[src/rtl/led_pkg.sv]
// rtl/led_pkg.sv - shared mode encoding and divider helpers for the LED pattern generator
//
// Purpose: pattern mode encoding plus the helpers that derive the prescaler
// division ratio and counter width from the clock and step rates.

package led_pkg;

  typedef enum logic [1:0] {
    MODE_BLINK   = 2'd0,
    MODE_COUNT   = 2'd1,
    MODE_SCAN    = 2'd2,
    MODE_BREATHE = 2'd3
  } mode_e;

  // Clock cycles per pattern step.
  function automatic int calc_div(input int clk_hz, input int tick_hz);
    return clk_hz / tick_hz;
  endfunction

  // Prescaler counter width; never narrower than one bit.
  function automatic int cnt_width(input int div);
    return (div > 1) ? $clog2(div) : 1;
  endfunction

endpackage

[src/rtl/tick_prescaler.sv]
// rtl/tick_prescaler.sv - free-running divider producing a one-cycle step pulse
//
// Purpose: counts 0..DIV-1 and raises TICK for the single cycle in which the
// count sits at DIV-1, giving a pulse every DIV cycles.
// Ports:
//   CLK  - clock
//   RST  - synchronous reset, active-high
//   TICK - registered one-cycle pulse per DIV cycles

module tick_prescaler #(
  parameter int DIV = 8
) (
  input  logic CLK,
  input  logic RST,
  output logic TICK
);
  import led_pkg::*;

  localparam int            CW       = cnt_width(DIV);
  localparam logic [CW-1:0] LAST     = CW'(DIV - 1);
  localparam logic [CW-1:0] PRE_LAST = CW'(DIV - 2);

  logic [CW-1:0] r_cnt;
  logic          r_tick;

  // The pulse is registered one count early so it lines up with LAST.
  always_ff @(posedge CLK) begin
    if (RST) begin
      r_cnt  <= '0;
      r_tick <= 1'b0;
    end else begin
      r_cnt  <= (r_cnt == LAST) ? '0 : r_cnt + CW'(1);
      r_tick <= (r_cnt == PRE_LAST);
    end
  end

  assign TICK = r_tick;

endmodule

[src/rtl/led_pattern_gen.sv]
// rtl/led_pattern_gen.sv - four-mode LED pattern generator (blink, count, scan, breathe)
//
// Purpose: steps a pattern once per prescaler tick and drives a registered
// LED bank in one of four modes selected at run time.
// Ports:
//   CLK  - board clock
//   RST  - synchronous reset, active-high
//   MODE - pattern select (0 blink, 1 count, 2 scanner, 3 breathe)
//   LED  - LED drive, 1 = on
//   TICK - one-cycle pulse per pattern step

module led_pattern_gen #(
  parameter int CLK_HZ   = 25000000,
  parameter int TICK_HZ  = 8,
  parameter int N_LEDS   = 4,
  parameter int PWM_BITS = 4
) (
  input  logic              CLK,
  input  logic              RST,
  input  logic [1:0]        MODE,
  output logic [N_LEDS-1:0] LED,
  output logic              TICK
);
  import led_pkg::*;

  localparam int                  DIV      = calc_div(CLK_HZ, TICK_HZ);
  localparam int                  PW       = (N_LEDS > 1) ? $clog2(N_LEDS) : 1;
  localparam logic [PW-1:0]       POS_MAX  = PW'(N_LEDS - 1);
  localparam logic [PWM_BITS-1:0] DUTY_MAX = '1;

  logic                w_tick;
  mode_e               w_mode_in;
  logic [N_LEDS-1:0]   w_scan;
  logic [N_LEDS-1:0]   w_led;

  mode_e               r_mode;
  logic [N_LEDS-1:0]   r_step;
  logic [PW-1:0]       r_pos;
  logic                r_pos_down;
  logic [PWM_BITS-1:0] r_duty;
  logic                r_duty_down;
  logic [PWM_BITS-1:0] r_pwm_cnt;
  logic [N_LEDS-1:0]   r_led;

  tick_prescaler #(.DIV(DIV)) u_prescaler (
    .CLK  (CLK),
    .RST  (RST),
    .TICK (w_tick)
  );

  assign w_mode_in = mode_e'(MODE);
  assign w_scan    = N_LEDS'(1) << r_pos;

  // Output select works only from registered state, so MODE never reaches LED
  // combinationally.
  always_comb begin
    w_led = '0;
    case (r_mode)
      MODE_BLINK:   w_led = {N_LEDS{r_step[0]}};
      MODE_COUNT:   w_led = r_step;
      MODE_SCAN:    w_led = w_scan;
      MODE_BREATHE: w_led = {N_LEDS{r_pwm_cnt < r_duty}};
      default:      w_led = '0;
    endcase
  end

  always_ff @(posedge CLK) begin
    if (RST) begin
      r_mode      <= MODE_BLINK;
      r_step      <= '0;
      r_pos       <= '0;
      r_pos_down  <= 1'b0;
      r_duty      <= '0;
      r_duty_down <= 1'b0;
      r_pwm_cnt   <= '0;
      r_led       <= '0;
    end else begin
      r_pwm_cnt <= r_pwm_cnt + PWM_BITS'(1);
      r_led     <= w_led;

      if (w_tick) begin
        if (w_mode_in != r_mode) begin
          // New mode starts from its first state on this very tick.
          r_mode      <= w_mode_in;
          r_step      <= '0;
          r_pos       <= '0;
          r_pos_down  <= 1'b0;
          r_duty      <= '0;
          r_duty_down <= 1'b0;
        end else begin
          r_step <= r_step + N_LEDS'(1);

          // Direction flips on the same tick that leaves an end position,
          // so each end is shown for exactly one tick.
          if (N_LEDS > 1) begin
            if (!r_pos_down) begin
              if (r_pos == POS_MAX) begin
                r_pos      <= r_pos - PW'(1);
                r_pos_down <= 1'b1;
              end else begin
                r_pos <= r_pos + PW'(1);
              end
            end else begin
              if (r_pos == '0) begin
                r_pos      <= r_pos + PW'(1);
                r_pos_down <= 1'b0;
              end else begin
                r_pos <= r_pos - PW'(1);
              end
            end
          end

          if (!r_duty_down) begin
            if (r_duty == DUTY_MAX) begin
              r_duty      <= r_duty - PWM_BITS'(1);
              r_duty_down <= 1'b1;
            end else begin
              r_duty <= r_duty + PWM_BITS'(1);
            end
          end else begin
            if (r_duty == '0) begin
              r_duty      <= r_duty + PWM_BITS'(1);
              r_duty_down <= 1'b0;
            end else begin
              r_duty <= r_duty - PWM_BITS'(1);
            end
          end
        end
      end
    end
  end

  assign LED  = r_led;
  assign TICK = w_tick;

endmodule
[config.mk]
export PLATFORM = sky130hd
export DESIGN_NAME = led_pattern_gen
export DESIGN_NICKNAME = d
export VERILOG_FILES = /design/src/rtl/led_pkg.sv /design/src/rtl/tick_prescaler.sv /design/src/rtl/led_pattern_gen.sv
export SDC_FILE = /design/constraint.sdc
export NUM_CORES = 1
export LEC_CHECK = 0
export BUFFER_PORTS_ARGS = -buffer_cell sky130_fd_sc_hd__buf_2
export CAP_MARGIN = 20
export CELL_PAD_IN_SITES_DETAIL_PLACEMENT = 2
export CELL_PAD_IN_SITES_GLOBAL_PLACEMENT = 2
export CORE_MARGIN = 4
export CORE_UTILIZATION = 30
export CTS_CLUSTER_DIAMETER = 80
export DETAILED_ROUTE_END_ITERATION = 7
export PLACE_DENSITY = 0.65
export SETUP_SLACK_MARGIN = 0.02
export SYNTH_ARGS = -nofsm -noshare
export SYNTH_HDL_FRONTEND = slang
export SYNTH_HIERARCHICAL = 1
export SYNTH_SLANG_ARGS = --single-unit
[constraint.sdc]
create_clock -name CLK -period 2.06 [get_ports CLK]
set_clock_uncertainty 0.2 [all_clocks]
set_input_delay 0.103 -clock CLK [delete_from_list [all_inputs] [get_ports CLK]]
set_output_delay 0.103 -clock CLK [all_outputs]
set_load 0.005 [all_outputs]
==> flow_summary.ini <==
[run_status]
status = finished clean

[timing]
worstMarginPinSlew_ns = 0.3636
finalHoldViolCount = 0
fmax_ghz = 0.5064
fin_tns_setup_ns = 0
period_needed_ns = 1.975
period_share_pct = 95.86
hold_slack_ns = 0.2681
maxSlewHeadroom_pct = 75.53
rsz0062_at_grt = true
slew_viol_final = 0
setup_violations = 0

[floorplan]
rows = 31
dieArea_sq_mm = 0.008794
die_x_um = 93.78
boundaryPins = 9
die_y_um = 93.78
core_sq_mm = 0.007214
start_util_pct = 30.59

[pwr]
peakVddDrop_uv = 391.9
powerDensity_mw_per_mm2 = 653.5
leakagePower_nw = 1.025

[min_path]
hold_path.class = flip-flop to flip-flop
holdPathStages = 1
hp-start = r_pwm_cnt[0]$_SDFF_PP0_
hold_path_end = r_pwm_cnt[0]$_SDFF_PP0_

[grt]
grt_usage_pct = 15.11
grt_pass1_wl_mm = 10.39
grt_overflow = 0
antenna_found_initial = 0
grt_max_degree = 16
grt_pass1_vias = 2103

[cts]
cts_sinks = 45
cts_buffer_depth = 2
cts_setup_buffers = 0
numCtsBuffers = 5
htree_levels = 2
clk_pin_slew_ns = 0.08
cts.root.buffer_cell = clkbuf_8
cts_tree = done
clkLatencyLatePin_ns = 0.31

[route]
routedLengthMet1_mm = 2.844
drt_iter0_drc = 26
drc_errors = 0
vias_per_cell = 4.990
wire_per_inst_um = 15.73
dr_wl_met2_mm = 3.007
met3_length_um = 99
drtAntennaViolNets = 0
dr.pass1.iters = 4
wl_mm = 6.039
top_layer = met4
vias = 1916

[cells_and_area]
multi_input_area_sq_mm = 0.001245
area_growth_pct = 22.62
seqCellArea_sq_um = 908.4
insertedDiodeCount = 0
stdcell_area_sq_mm = 0.002706
drive_gt1_share_pct = 20.35
nets = 298
fill_cells = 839

[synthesis]
synth_area_sq_mm = 0.002207
synth_top_cells_by_area = dfxtp_1 (41%), nor2_1 (6.1%), ha_1 (5.7%), xor2_1 (4.8%), xnor2_1 (4.0%)
synthMostInstantiatedCell = dfxtp_1
ys_ff_latch = 45
post-synth-top-area-fraction_pct = 40.82
synth_edf_count = 0
synth_area_per_cell_sq_um = 8.793
yosysSeqAreaShare_pct = 40.82
synth-async-reset-ratio_pct = 0
ys.flop_type = dfxtp_1
ys_warn_count = 6
synth.net_count = 265
yosysTopAreaCell = dfxtp_1
ys_top_cells_by_count = dfxtp_1 (45), nor2_1 (36), a21oi_1 (14), nand2_1 (14), xor2_1 (12)
synthCells = 251
synth_cell_types = 45

[critical_path]
ff2ff_setup_slack_ns = 0.09
r2r_cells = 4
cp_data_required_time_ns = 2.10
crit_slowest_cell = or4_4
cp-end-kind = flip-flop
r2r_end = u_prescaler/r_cnt[19]$_SDFF_PP0_
critical_path_buf_inv_count = 0
crit_family = simple AND/OR/NAND/NOR gates
crit_fanout = 5
worstSetupPathType = flip-flop to flip-flop
slowest_delay_ns = 0.56
rr_startpoint = u_prescaler/r_cnt[0]$_SDFF_PP0_
crit_path_cell_trace = nand4_1, or4_4, or4_1, a21oi_1
worstPathArrival_ns = 2.02
worstSetupStartpointType = flip-flop

[place]
dp_hpwl_mm = 4.504
port_buffers = 8
placed_cell_area_sq_mm = 0.002515
gp_congestion = 0.8405

[job]
maxCapViolCount = 0
registers in the layout (all words and copies together) (netlist names):
register and count:
r_step 4, r_mode 2, r_duty 4, u_prescaler/r_cnt 22, LED 4, r_pos 2, r_pos_down 1, r_pwm_cnt 4
u_prescaler/TICK 1, r_duty_down 1
layout make-up:
| class | instances | share of cell area, % |
|---|---|---|
| clock inverters | 3 | 2.404 |
| flip-flops and latches | 45 | 33.56 |
| clock buffers | 5 | 2.543 |
| repair buffers | 36 | 9.524 |
| inverters | 10 | 1.387 |
| multi-input cells | 186 | 46.00 |
| well taps | 99 | 4.577 |
where the power goes:
part	leakage, nW	total, W	switching, W	internal, W
clock network	0.0681	0.000796	0.000314	0.000482
logic	0.591	0.0000782	0.0000433	0.0000349
registers	0.367	0.000894	0.0000127	0.000881
cells in the final DEF, fill, tap and decap left out, drive strengths merged, types with 7 or more instances in the layout:
| master | count |
|---|---|
| a21oi | 14 |
| nand2 | 14 |
| nor2 | 36 |
| inv | 10 |
| buf | 33 |
| dfxtp | 45 |
| xnor2 | 10 |
| mux2i | 7 |
| nand3 | 10 |
| ha | 10 |
| nand4 | 7 |
| xor2 | 12 |
layer usage:
metal | vias to the layer above | track usage [%]
met5 | - | 0
met2 | 6 | 25.43
met3 | 5 | 2.885
met1 | 949 | 19.28
met4 | 0 | 5.054
li1 | 956 | -
worst max path at each step:
stage	startpoint	to	slack (ns)	depth (start not counted)
after CTS	u_prescaler/r_cnt[1]$_SDFF_PP0_	u_prescaler/r_cnt[19]$_SDFF_PP0_	0.03	4
after detailed placement	u_prescaler/r_cnt[1]$_SDFF_PP0_	u_prescaler/r_cnt[19]$_SDFF_PP0_	0.03	4
after global placement	u_prescaler/r_cnt[13]$_SDFF_PP0_	u_prescaler/r_cnt[18]$_SDFF_PP0_	0.11	5
after global routing	u_prescaler/r_cnt[13]$_SDFF_PP0_	u_prescaler/r_cnt[12]$_SDFF_PP0_	0.0001	5
final	u_prescaler/r_cnt[0]$_SDFF_PP0_	u_prescaler/r_cnt[19]$_SDFF_PP0_	0.09	4
after floorplan	u_prescaler/r_cnt[2]$_SDFF_PP0_	u_prescaler/r_cnt[19]$_SDFF_PP0_	0.04	6
logic make-up (layout without fill, tap and decap cells):
family | Yosys count | after routing | synth area share, %
simple gates | 108 | 108 | 26.42
flops | 45 | 45 | 40.82
compound gates | 38 | 38 | 11.00
xor+xnor | 22 | 22 | 8.730
buf+inv | 20 | 54 | 3.684
fa+ha+maj | 10 | 10 | 5.669
mux | 8 | 8 | 3.685
what timing repair did:
item,4_1_cts,5_1_grt
hold endpoints to repair,9,0
gates resized for setup,1,9
pin swaps,0,1
hold buffers,3,0
endpoints found under the setup margin,2,23
through the flow:
stage,power [W],utilization [%],setup slack [ns],std cells
5_1_grt,0.001857,37.51,0.0001061,384
2_1_floorplan,0.0009564,-,0.03605,251
3_5_place_dp,0.0009908,34.86,0.02601,373
4_1_cts,0.001807,37.18,0.02889,384
3_3_place_gp,0.0009865,34.86,0.1098,373
6_report,0.001768,37.51,0.08537,384
No activity file was read; power rests on OpenSTA's default activity.
